$ cat config.mk
export PLATFORM = sky130hd
export DESIGN_NAME = fwd_tracker
export DESIGN_NICKNAME = d
export VERILOG_FILES = /design/src/rtl/fwd_tracker.sv
export SDC_FILE = /design/constraint.sdc
export NUM_CORES = 1
export LEC_CHECK = 0
export BUFFER_PORTS_ARGS = -buffer_cell sky130_fd_sc_hd__buf_2
export CAP_MARGIN = 25
export CORE_MARGIN = 3
export CORE_UTILIZATION = 41
export CTS_CLUSTER_SIZE = 12
export DETAILED_ROUTE_END_ITERATION = 8
export PLACE_DENSITY = 0.65
export SLEW_MARGIN = 20
export SYNTH_ARGS = -nofsm -noshare
export SYNTH_HDL_FRONTEND = slang
export SYNTH_SLANG_ARGS = --single-unit
$ cat constraint.sdc
create_clock -name clk_i -period 2.3 [get_ports clk_i]
set_input_delay 0 -clock clk_i [delete_from_list [all_inputs] [get_ports clk_i]]
set_output_delay 0 -clock clk_i [all_outputs]
set_load 0.1 [all_outputs]
$ cat src/rtl/fwd_tracker.sv
// Forwarding and load-use hazard tracker: a DEPTH-deep shift register of in-flight
// producers feeding a youngest-wins compare tree, plus a saturating stall counter.
module fwd_tracker #(
  parameter int ADDR_W  = 5,
  parameter int NUM_SRC = 2,
  parameter int DEPTH   = 2,
  parameter int SEL_W   = 2,
  parameter int CNT_W   = 16
) (
  input  logic                      clk_i,
  input  logic                      rst_i,
  input  logic                      freeze_i,
  input  logic [ADDR_W-1:0]         ex_rd_i,
  input  logic                      ex_regwrite_i,
  input  logic                      ex_memread_i,
  input  logic [NUM_SRC*ADDR_W-1:0] ex_rs_i,
  input  logic [NUM_SRC*ADDR_W-1:0] id_rs_i,
  output logic [NUM_SRC*SEL_W-1:0]  fwd_sel_o,
  output logic                      hazard_stall_o,
  output logic                      fwd_load_err_o,
  output logic [CNT_W-1:0]          stall_cnt_o
);

  // Entry k-1 of each vector is stage k (stage 1 = MEM).
  logic [DEPTH-1:0]        valid_r;
  logic [DEPTH*ADDR_W-1:0] rd_r;
  logic [DEPTH-1:0]        load_r;
  logic [CNT_W-1:0]        stall_cnt_r;

  logic [NUM_SRC*SEL_W-1:0] fwd_sel_s;
  logic                     id_hit_s;
  logic                     hazard_raw_s;
  logic                     sel1_hit_s;
  logic                     load_err_raw_s;

  // Producer shift register and stall counter; reset wins over freeze.
  always_ff @(posedge clk_i) begin
    if (rst_i) begin
      valid_r     <= '0;
      rd_r        <= '0;
      load_r      <= '0;
      stall_cnt_r <= '0;
    end else if (!freeze_i) begin
      valid_r[0]          <= ex_regwrite_i && (ex_rd_i != '0);
      rd_r[ADDR_W-1:0]    <= ex_rd_i;
      load_r[0]           <= ex_memread_i;
      for (int k = 1; k < DEPTH; k++) begin
        valid_r[k]                 <= valid_r[k-1];
        rd_r[k*ADDR_W +: ADDR_W]   <= rd_r[(k-1)*ADDR_W +: ADDR_W];
        load_r[k]                  <= load_r[k-1];
      end
      if (hazard_raw_s && (stall_cnt_r != '1)) begin
        stall_cnt_r <= stall_cnt_r + CNT_W'(1);
      end
    end
  end

  // Forward select: scan oldest to youngest so the youngest match overwrites.
  always_comb begin
    fwd_sel_s = '0;
    for (int j = 0; j < NUM_SRC; j++) begin
      for (int k = DEPTH; k >= 1; k--) begin
        fwd_sel_s[j*SEL_W +: SEL_W] =
          (valid_r[k-1] &&
           (rd_r[(k-1)*ADDR_W +: ADDR_W] == ex_rs_i[j*ADDR_W +: ADDR_W]) &&
           (ex_rs_i[j*ADDR_W +: ADDR_W] != '0)) ? SEL_W'(k) : fwd_sel_s[j*SEL_W +: SEL_W];
      end
    end
  end

  // Load-use detection against ID sources and the stage-1 load checker.
  always_comb begin
    id_hit_s   = 1'b0;
    sel1_hit_s = 1'b0;
    for (int j = 0; j < NUM_SRC; j++) begin
      id_hit_s   = id_hit_s | (id_rs_i[j*ADDR_W +: ADDR_W] == ex_rd_i);
      sel1_hit_s = sel1_hit_s | (fwd_sel_s[j*SEL_W +: SEL_W] == SEL_W'(1));
    end
    hazard_raw_s   = ex_memread_i && ex_regwrite_i && (ex_rd_i != '0) && id_hit_s;
    load_err_raw_s = sel1_hit_s && load_r[0];
  end

  assign fwd_sel_o      = rst_i ? '0 : fwd_sel_s;
  assign hazard_stall_o = rst_i ? 1'b0 : hazard_raw_s;
  assign fwd_load_err_o = rst_i ? 1'b0 : load_err_raw_s;
  assign stall_cnt_o    = stall_cnt_r;

endmodule

==> run_results.csv <==
group,metric,value,unit
status,run_status,"complete, no violations",
synth,syn_inst,205,
synth,syn_area_per_cell,9.15,um2
clock_network,numCtsBuffers,5,
timing,tightest_slew,0.784,ns
synth,synth_warnings,0,
global_route,antenna_found_initial,0,
pwr,pwr-share-clk,36.8,%
clock_network,cts_root_buf,"clkbuf_8",
synth,synthTopCellsByArea,"dfxtp_1, xor2_1, mux2i_1, xnor2_1, nor2_1",
clock_network,clkTransAtPathRegs,0.06,ns
synth,syn_nets,236,
pwr,ir_worst_vdd,0.215,mV
placement,portBuffers,51,
synth,netlist.area_leader.share,31.0,%
die,dieArea,0.00542,mm2
global_route,grt.overflow.total,0,
synth,synth-seq-cells,29,
route,final_antenna_net_count,0,
cells_and_area,nets,286,
timing,grt_setup_unrepaired,"false",
pwr,p_sw,296,uW
setup_path,cp-end-kind,"output port",
pwr,p_leak,0.000940,uW
synth,yosysMostFrequentCell,"dfxtp_1",
synth,synth_area,0.00188,mm2
route,drt-total-wl,4190,um
synth,synth_cell_type_count,41,
clock_network,ctsResizeCount,0,
hold_path,hp-class,"in2reg",
setup_path,startpoint_type,"register",
pwr,power_frac_seq,48.5,%
setup_path,required,2.30,ns
clock_network,hold_buffers,0,
global_route,grt_pass1_wl,7130,um
timing,setup_ws,0.211,ns
die,coreArea,0.00420,mm2
cells_and_area,final_util,54.1,%
cells_and_area,drive_above_1_share,33.2,%
setup_path,timing.reg2reg.setup_slack,0.32,ns
timing,skew,0.00621,ns
die,chipWidth,73.6,um
clock_network,cts_buffer_depth,2,
die,die_h,73.6,um
global_route,grt_pass1_vias,1552,
clock_network,clock_sinks,29,
route,drc_errors,0,
synth,yosys-top-cells-count,"dfxtp_1, nor2_1, xor2_1",
timing,max-slew-margin-rel,47.7,%
clock_network,post_cts.repair.setup_buffers,0,
setup_path,reg2regPathDepth,6,
pwr,internal_power,793,uW
placement,gp_congestion,0.763,
die,initial_core_util,44.6,%
cells_and_area,area_delta_synth_final,21.3,%
die,rows,23,
timing,final-hold-violation-count,0,
route,first_pass_iters,4,
timing,fin_crit,2.09,ns
pwr,power_density,479,mW/mm2
clock_network,tritoncts,"built",
route,via_count,1621,
timing,finalSetupViolations,0,
die,ios,52,
flow_run,max-cap-violations,0,
route,drtIter0Drc,78,
synth,yosysTopAreaCell,"dfxtp_1",
route,wire_per_inst,13.7,um
timing,fmax,479,MHz
placement,dpl.hpwl,3160,um
synth,ys_seq_area_share,31.0,%
setup_path,critical_path_class,"reg2out",
timing,slew_viol_final,0,
pwr,p_comb_share,14.7,%
setup_path,rr_endpoint,"stall_cnt_o[7]",
clock_network,cts.htree.levels,2,
route,drt-vias-per-instance,5.30,
synth,async_flop_share,0,%
cells_and_area,n_antenna_cell,0,
hold_path,hp-start,"ex_rd_i[1]",
setup_path,critPathArrivalTime,2.09,ns
timing,finalCritPeriodShare,90.8,%
synth,synth-edff-count,0,
timing,hold_ws,0.0312,ns
global_route,grt_usage,16.9,%
clock_network,clock_latency,0.28,ns
setup_path,worstReg2RegStart,"stall_cnt_o[0]",
timing,setup_tns,0,ns
global_route,grt_max_degree,41,
hold_path,hold_depth,3,
pwr,swShare,27.2,%
hold_path,min_to,"rd_r[1]",
setup_path,critPathMaxFanout,4,
synth,synthFlopType,"dfxtp_1",
placement,dpl_worst_slack,0.246,ns
## through the flow
step	area, um2	total power [uW]	cells
CTS	2260	1100	305
global placement	2180	696	297
detailed placement	2180	699	297
global route	2270	1150	306
floorplan	1930	648	205
finish	2270	1090	306
## routing by layer
| metal | wire, um | part of all wire [%] | GRT usage [%] | vias up |
|---|---|---|---|---|
| li1 | - | - | - | 840 |
| met2 | 1840 | 44 | 26.0 | 35 |
| met3 | 188 | 4.5 | 3.83 | 5 |
| met5 | 0 | 0 | 0 | - |
| met1 | 2110 | 50 | 22.9 | 741 |
| met4 | 55 | 1.3 | 6.04 | 0 |
## layout by cell type (no fill, tap or decap), types with 2 or more instances in the layout
cell and instances:
a21oi_1 11, and3_1 4, and4_1 4, buf_2 51, clkbuf_8 5, clkinv_2 2
dfxtp_1 27, dfxtp_2 2, mux2_4 5, mux2i_1 12, nand2_1 7, nand2b_1 2
nand3_1 5, nand4_1 6, nor2_1 27, nor2b_1 8, nor3_2 6, nor4_1 2
o31ai_1 8, or4_1 10, xnor2_1 12, xor2_1 18
## area by class of cell
type                    instances  area (um2)
fillers                       405        1930
multi-input cells             165        1270
flip-flops and latches         29         583
repair buffers                 53         274
clock buffers                   6        72.6
well taps                      50        62.6
clock inverters                 2        10.0
inverters                       1        3.75
## cell families after synthesis
logic type,after synthesis,synth area share [%]
AND/OR/NAND/NOR,93,30.6
flip-flops,29,31.0
multiplexers,18,11.0
XOR/XNOR,30,14.0
buffers and inverters,11,4.27
adder cells (fa/ha/maj),1,0.667
AO/OA/AOI/OAI,23,8.54
## worst max-delay path, cell delays in order, from the launching register on
cell	delay, ns
dfxtp_1	0.37
xor2_1	0.18
nor4_1	0.25
and3_1	0.26
nor3b_4	0.20
o21a_2	0.13
buf_2	0.41
## flip-flops by register name (all words and copies together) (netlist names)
name / cells
rd_r: 10
valid_r: 2
stall_cnt_o: 16
load_r: 1
## worst max-delay path by stage
stage | start | to | slack, ns | cells after the start
floorplan | rd_r[4] | fwd_load_err_o | -0.11 | 5
global placement | ex_rd_i[0] | stall_cnt_o[0] | 0.30 | 7
detailed placement | ex_rd_i[0] | stall_cnt_o[0] | 0.25 | 7
CTS | rd_r[4] | fwd_load_err_o | 0.16 | 6
global route | rd_r[4] | fwd_load_err_o | 0.05 | 6
finish | rd_r[0] | fwd_load_err_o | 0.21 | 6
## power groups by stage
stage	registers, uW	clock network, uW	logic (uW)
2_1_floorplan	535	0	112
3_3_place_gp	539	0	157
3_5_place_dp	539	0	160
4_1_cts	528	416	160
5_1_grt	529	442	178
6_report	528	401	160
No activity file was read; power rests on OpenSTA's default activity.
